$ cat config.mk
export PLATFORM = sky130hd
export DESIGN_NAME = vga_bitmap_scanner_flat
export DESIGN_NICKNAME = d
export VERILOG_FILES = /design/src/rtl/vga_bitmap_scanner_if.sv /design/src/rtl/vga_bitmap_scanner.sv /design/src/flat_wrapper.sv
export SDC_FILE = /design/constraint.sdc
export NUM_CORES = 1
export LEC_CHECK = 0
export ABC_AREA = 1
export CAP_MARGIN = 20
export CORE_ASPECT_RATIO = 0.5
export CORE_MARGIN = 2
export CORE_UTILIZATION = 55
export CTS_CLUSTER_SIZE = 12
export DETAILED_ROUTE_END_ITERATION = 10
export DONT_BUFFER_PORTS = 1
export HOLD_SLACK_MARGIN = 0.12
export PLACE_DENSITY = 0.7
export SLEW_MARGIN = 5
export SYNTH_ARGS = -nofsm -noshare
export SYNTH_HDL_FRONTEND = slang
export SYNTH_SLANG_ARGS = --single-unit
$ cat constraint.sdc
create_clock -name clk -period 2.79 [get_ports clk]
set_input_delay 0.1395 -clock clk [delete_from_list [all_inputs] [get_ports clk]]
set_output_delay 0.1395 -clock clk [all_outputs]
set_load 0.005 [all_outputs]
$ cat src/rtl/vga_bitmap_scanner_if.sv
// Bitmap read port between the VGA scanner (master) and the pixel memory (slave).
// rd_data is expected exactly one clock after rd_en.
interface vga_bitmap_scanner_if;
  logic [8:0] rd_x;
  logic [7:0] rd_y;
  logic       rd_en;
  logic [2:0] rd_data;

  modport master (output rd_x, output rd_y, output rd_en, input rd_data);
  modport slave  (input rd_x, input rd_y, input rd_en, output rd_data);
endinterface

$ cat src/rtl/vga_bitmap_scanner.sv
// Scans a 320x240 {R,G,B} bitmap out as 640x480@60 VGA with 2x2 pixel doubling.
// One system clock; pixel rate is clk / CLK_DIV.
module vga_bitmap_scanner #(
  parameter int unsigned CLK_DIV = 4,
  parameter int unsigned H_VIS   = 640,
  parameter int unsigned H_FP    = 16,
  parameter int unsigned H_SYNC  = 96,
  parameter int unsigned H_BP    = 48,
  parameter int unsigned V_VIS   = 480,
  parameter int unsigned V_FP    = 10,
  parameter int unsigned V_SYNC  = 2,
  parameter int unsigned V_BP    = 33
) (
  input  logic                        clk,
  input  logic                        reset_n,
  vga_bitmap_scanner_if.master        rd,
  output logic [3:0]                  VGA_R,
  output logic [3:0]                  VGA_G,
  output logic [3:0]                  VGA_B,
  output logic                        VGA_HS,
  output logic                        VGA_VS,
  output logic                        frame_start,
  output logic                        in_vblank
);

  localparam logic [2:0] DIV_LAST = 3'(CLK_DIV - 1);
  localparam logic [9:0] H_LAST   = 10'(H_VIS + H_FP + H_SYNC + H_BP - 1);
  localparam logic [9:0] V_LAST   = 10'(V_VIS + V_FP + V_SYNC + V_BP - 1);
  localparam logic [9:0] H_VIS_C  = 10'(H_VIS);
  localparam logic [9:0] V_VIS_C  = 10'(V_VIS);
  localparam logic [9:0] HS_FIRST = 10'(H_VIS + H_FP);
  localparam logic [9:0] HS_LAST  = 10'(H_VIS + H_FP + H_SYNC - 1);
  localparam logic [9:0] VS_FIRST = 10'(V_VIS + V_FP);
  localparam logic [9:0] VS_LAST  = 10'(V_VIS + V_FP + V_SYNC - 1);

  // Timing of the pixel whose memory read is in flight; it waits one clock for rd_data.
  typedef struct packed {
    logic upd;
    logic vis;
    logic hs_n;
    logic vs_n;
    logic fs;
  } stage_t;

  typedef struct packed {
    logic [3:0] r;
    logic [3:0] g;
    logic [3:0] b;
    logic       hs_n;
    logic       vs_n;
    logic       fs;
    logic       vblank;
  } out_t;

  localparam stage_t STAGE_RST = '{upd: 1'b0, vis: 1'b0, hs_n: 1'b1, vs_n: 1'b1, fs: 1'b0};
  localparam out_t   OUT_RST   = '{r: 4'h0, g: 4'h0, b: 4'h0, hs_n: 1'b1, vs_n: 1'b1,
                                   fs: 1'b0, vblank: 1'b0};

  logic [2:0] div_q, div_d;
  logic [9:0] h_cnt_q, h_cnt_d;
  logic [9:0] v_cnt_q, v_cnt_d;
  stage_t     stg_q, stg_d;
  out_t       out_q, out_d;
  logic       pix_en;
  logic       visible;

  // NOTE: every variable gets a default at the top of always_comb so no path leaves it
  // unassigned; a missing default would infer a latch.
  always_comb begin
    pix_en  = (div_q == DIV_LAST);
    visible = (h_cnt_q < H_VIS_C) && (v_cnt_q < V_VIS_C);

    div_d   = div_q + 3'd1;
    h_cnt_d = h_cnt_q;
    v_cnt_d = v_cnt_q;
    if (pix_en) begin
      div_d = 3'd0;
      if (h_cnt_q == H_LAST) begin
        h_cnt_d = 10'd0;
        v_cnt_d = (v_cnt_q == V_LAST) ? 10'd0 : v_cnt_q + 10'd1;
      end else begin
        h_cnt_d = h_cnt_q + 10'd1;
      end
    end

    // The pixel at the current counters is read during the last divider phase,
    // so the scan after reset starts at (0,0) on the first pix_en.
    stg_d.upd  = pix_en;
    stg_d.vis  = pix_en & visible;
    stg_d.hs_n = !((h_cnt_q >= HS_FIRST) && (h_cnt_q <= HS_LAST));
    stg_d.vs_n = !((v_cnt_q >= VS_FIRST) && (v_cnt_q <= VS_LAST));
    stg_d.fs   = (h_cnt_q == 10'd0) && (v_cnt_q == 10'd0);

    out_d        = out_q;
    out_d.fs     = 1'b0;
    out_d.vblank = (v_cnt_q >= V_VIS_C);
    if (stg_q.upd) begin
      // rd_data is only looked at for visible pixels, so X during blanking cannot leak.
      out_d.r    = stg_q.vis ? {4{rd.rd_data[2]}} : 4'h0;
      out_d.g    = stg_q.vis ? {4{rd.rd_data[1]}} : 4'h0;
      out_d.b    = stg_q.vis ? {4{rd.rd_data[0]}} : 4'h0;
      out_d.hs_n = stg_q.hs_n;
      out_d.vs_n = stg_q.vs_n;
      out_d.fs   = stg_q.fs;
    end
  end

  // NOTE: sequential state uses non-blocking assignments so every flop samples
  // the pre-edge values of the others.
  always_ff @(posedge clk or negedge reset_n) begin
    if (!reset_n) begin
      div_q   <= 3'd0;
      h_cnt_q <= 10'd0;
      v_cnt_q <= 10'd0;
      stg_q   <= STAGE_RST;
      out_q   <= OUT_RST;
    end else begin
      div_q   <= div_d;
      h_cnt_q <= h_cnt_d;
      v_cnt_q <= v_cnt_d;
      stg_q   <= stg_d;
      out_q   <= out_d;
    end
  end

  assign rd.rd_x  = h_cnt_q[9:1];
  assign rd.rd_y  = v_cnt_q[8:1];
  assign rd.rd_en = pix_en & visible;

  assign VGA_R       = out_q.r;
  assign VGA_G       = out_q.g;
  assign VGA_B       = out_q.b;
  assign VGA_HS      = out_q.hs_n;
  assign VGA_VS      = out_q.vs_n;
  assign frame_start = out_q.fs;
  assign in_vblank   = out_q.vblank;

endmodule

$ cat src/flat_wrapper.sv
// flat-port wrapper written by rule: the top's interface ports become plain ports
module vga_bitmap_scanner_flat 
#(
  parameter int unsigned CLK_DIV = 4,
  parameter int unsigned H_VIS   = 640,
  parameter int unsigned H_FP    = 16,
  parameter int unsigned H_SYNC  = 96,
  parameter int unsigned H_BP    = 48,
  parameter int unsigned V_VIS   = 480,
  parameter int unsigned V_FP    = 10,
  parameter int unsigned V_SYNC  = 2,
  parameter int unsigned V_BP    = 33
)
  (clk, reset_n, VGA_R, VGA_G, VGA_B, VGA_HS, VGA_VS, frame_start, in_vblank, rd_rd_x, rd_rd_y, rd_rd_en, rd_rd_data);
  vga_bitmap_scanner_if rd_i ();
  input  logic clk;
  input  logic reset_n;
  output logic [3:0] VGA_R;
  output logic [3:0] VGA_G;
  output logic [3:0] VGA_B;
  output logic VGA_HS;
  output logic VGA_VS;
  output logic frame_start;
  output logic in_vblank;
  output wire logic [$bits(rd_i.rd_x)-1:0] rd_rd_x;
  output wire logic [$bits(rd_i.rd_y)-1:0] rd_rd_y;
  output wire logic [$bits(rd_i.rd_en)-1:0] rd_rd_en;
  input wire logic [$bits(rd_i.rd_data)-1:0] rd_rd_data;
  assign rd_rd_x = rd_i.rd_x;
  assign rd_rd_y = rd_i.rd_y;
  assign rd_rd_en = rd_i.rd_en;
  assign rd_i.rd_data = rd_rd_data;
  vga_bitmap_scanner #(.CLK_DIV(CLK_DIV), .H_VIS(H_VIS), .H_FP(H_FP), .H_SYNC(H_SYNC), .H_BP(H_BP), .V_VIS(V_VIS), .V_FP(V_FP), .V_SYNC(V_SYNC), .V_BP(V_BP)) u_core (.clk(clk), .reset_n(reset_n), .rd(rd_i), .VGA_R(VGA_R), .VGA_G(VGA_G), .VGA_B(VGA_B), .VGA_HS(VGA_HS), .VGA_VS(VGA_VS), .frame_start(frame_start), .in_vblank(in_vblank));
endmodule
==> impl_metrics.tcl <==
set metrics [dict create \
    outcome "completed" \
    setup_violations 0 \
    vias 1398 \
    dieArea_um2 4150 \
    clock_latency_ns 0.28 \
    synthTopCellsByArea "dfrtp_1, buf_4, nand2_1" \
    antenna_found_initial 0 \
    viasPerCell 5.18 \
    cts_root_buf "clkbuf_8" \
    vdd_drop_max_uv 189 \
    power.share.combinational 0.022 \
    io_pins 39 \
    io_buffer_count 0 \
    seqCellArea_um2 881 \
    slew_headroom 0.565 \
    wire_per_inst_um 13.5 \
    clock_skew_ns 0.00360 \
    clkPwrFrac 0.396 \
    rows 15 \
    wl_um 3640 \
    ys_seq_elements 35 \
    yosysWarningCount 0 \
    initial_core_util 0.577 \
    hpwl_um 2600 \
    drv_slew 0 \
    dp_slack_ns 1.10 \
    gp_congestion 0.865 \
    fmax_mhz 557 \
    n_antenna_cell 0 \
    worst_slew_pin_slew_ns 0.647 \
    worst-setup-path-type "flop to primary output" \
    cts_buffers 5 \
    cp.required_ns 2.65 \
    yosys.area.top_type_share 0.389 \
    tritoncts "done" \
    p_total_uw 883 \
    critPathCaptureType "primary output" \
    finish.net_count 228 \
    fin_crit_ns 1.80 \
    overflow 0 \
    min_period_over_period 0.644 \
    whs_ns 0.332 \
    drive_above_1_share 0.119 \
    drv_cap 0 \
    crit_fanout 8 \
    final_antenna_net_count 0 \
    r2r.worst_path.cells 8 \
    total_leakage_power_uw 0.000921 \
    fin_ws_ns 0.995 \
    synthesis.area_um2 1990 \
    grt_pass1_wl_um 5850 \
    p_sw_uw 190 \
    track_usage 0.194 \
    synth_top_area_cell "dfrtp_1" \
    yosysSeqAreaShare 0.442 \
    worst_ep_arrival_time_ns 1.66 \
    p_seq_frac 0.583 \
    htree_levels 2 \
    synth.avg_cell_area_um2 8.37 \
    synth_nets 248 \
    fillers 322 \
    multiInputGateArea_um2 771 \
    hold_violations 0 \
    cts_setup_buffers 0 \
    p_sw_frac 0.216 \
    core_area_um2 3450 \
    start_kind "flop" \
    grt_max_degree 36 \
    r2r-end "u_core.v_cnt_q[2]" \
    drt-initial-drc-count 61 \
    synth_cell_type_count 29 \
    drc 0 \
    cts_resized 0 \
    rsz0062_at_grt "no" \
    syn_inst 238 \
    grt_pass1_vias 1309 \
    r2r_slack_ns 1.09 \
    path_clk_slew_ns 0.07 \
    die_h_um 46.6 \
    r2r-start "u_core.div_q[0]" \
    hold_path_class "input pin to asynchronous set/reset pin" \
    die_w_um 89.1 \
    areaGrowthSynthToFinish_pct -1.38 \
    drtPass1Iterations 4 \
    clockBufferDepth 2 \
    clock_sinks 35 \
    power_density_nw_per_um2 449 \
    internal_power_uw 692 \
    setup-tns-final_ns 0 \
]
-- timing repair --
item                                   4_1_cts  5_1_grt
endpoints found under the hold margin       38        0
hold buffers                                 5        0
setup endpoints to repair                    0        0
-- registers in the layout (all words and copies together) (netlist names), 3 cells and up --
register        flops
u_core.div_q        3
u_core.stg_q        5
u_core.v_cnt_q     10
u_core.h_cnt_q     10
-- layout make-up --
class                           count  area share
Clock buffer                        7      0.0388
Clock inverter                      1     0.00255
Inverter                           29      0.0554
Multi-Input combinational cell    142       0.392
Sequential cell                    35       0.448
Tap cell                           51      0.0325
Timing Repair Buffer                5      0.0306
-- logic make-up after synthesis --
group,synth area share
AO/OA/AOI/OAI,0.0527
XOR/XNOR,0.0220
adder cells (fa/ha/maj),0.0314
buffers and inverters,0.171
flip-flops,0.442
multiplexers,0.0113
AND/OR/NAND/NOR,0.269
-- routing by layer --
layer | track usage | share of wire
met3 | 0.0824 | 0.077
met5 | 0 | 0
met2 | 0.292 | 0.43
met4 | 0.0806 | 0.014
met1 | 0.248 | 0.48
-- power groups by stage --
| stage | registers, uW | clock network, uW | logic, uW |
|---|---|---|---|
| detailed placement | 524 | 0 | 1.83 |
| global placement | 524 | 0 | 1.59 |
| global route | 515 | 385 | 22.2 |
| CTS | 514 | 359 | 19.8 |
| floorplan | 522 | 0 | 11.6 |
| finish | 514 | 349 | 19.1 |
-- worst max-delay path by stage --
stage	startpoint	endpoint	cells past startpoint
after floorplan	u_core.h_cnt_q[1]	u_core.v_cnt_q[6]	9
after global routing	u_core.v_cnt_q[6]	rd_rd_en	5
after global placement	u_core.div_q[0]	u_core.v_cnt_q[9]	8
after CTS	u_core.v_cnt_q[6]	rd_rd_en	5
final	u_core.v_cnt_q[6]	rd_rd_en	5
after detailed placement	u_core.div_q[0]	u_core.v_cnt_q[2]	8
-- worst max-delay path, cell delays in order, from the launching register on --
cell and delay [ns]:
dfrtp_1 0.49, nand2_1 0.11, inv_1 0.06, nand3_1 0.11, nand2_1 0.10, nor4_1 0.50
-- Yosys cell counts --
cell,number
nand4_1,5
nand3_2,1
nand2_1,45
o21ai_1,1
buf_8,1
nor4_1,2
o2111ai_1,1
mux2_2,2
nor3b_1,1
nor2_2,2
nor3_2,1
dfstp_2,4
nand3_4,1
o21ai_0,8
buf_2,3
clkbuf_1,2
inv_1,29
nand2_2,1
nor3_1,4
nand3_1,20
nor2_1,25
buf_4,26
a21oi_1,5
dfrtp_1,31
xor2_1,5
nor2_4,3
nand4_2,1
ha_1,5
a21oi_2,3
-- placed cells by master, fill, tap and decap left out, drive strengths merged --
cell | synthesis | routed
nand2 | 46 | 46
o21ai | 9 | 9
dfrtp | 31 | 31
nor4 | 2 | 2
mux2 | 2 | 2
clkbuf | 2 | 7
inv | 29 | 29
xor2 | 5 | 5
nor3b | 1 | 1
buf | 30 | 1
dlygate4sd3 | 0 | 4
nor3 | 5 | 5
o2111ai | 1 | 1
nor2 | 30 | 30
clkinv | 0 | 1
a21oi | 8 | 8
nand3 | 22 | 22
dfstp | 4 | 4
nand4 | 6 | 6
ha | 5 | 5
-- through the flow --
stage          instance area (um2)  utilization  instances
2_1_floorplan                 1990            -        238
3_3_place_gp                  1820        0.528        257
3_5_place_dp                  1820        0.528        257
4_1_cts                       1970        0.569        270
5_1_grt                       1970        0.569        270
6_report                      1970        0.569        270
No activity file was read; power rests on OpenSTA's default activity.
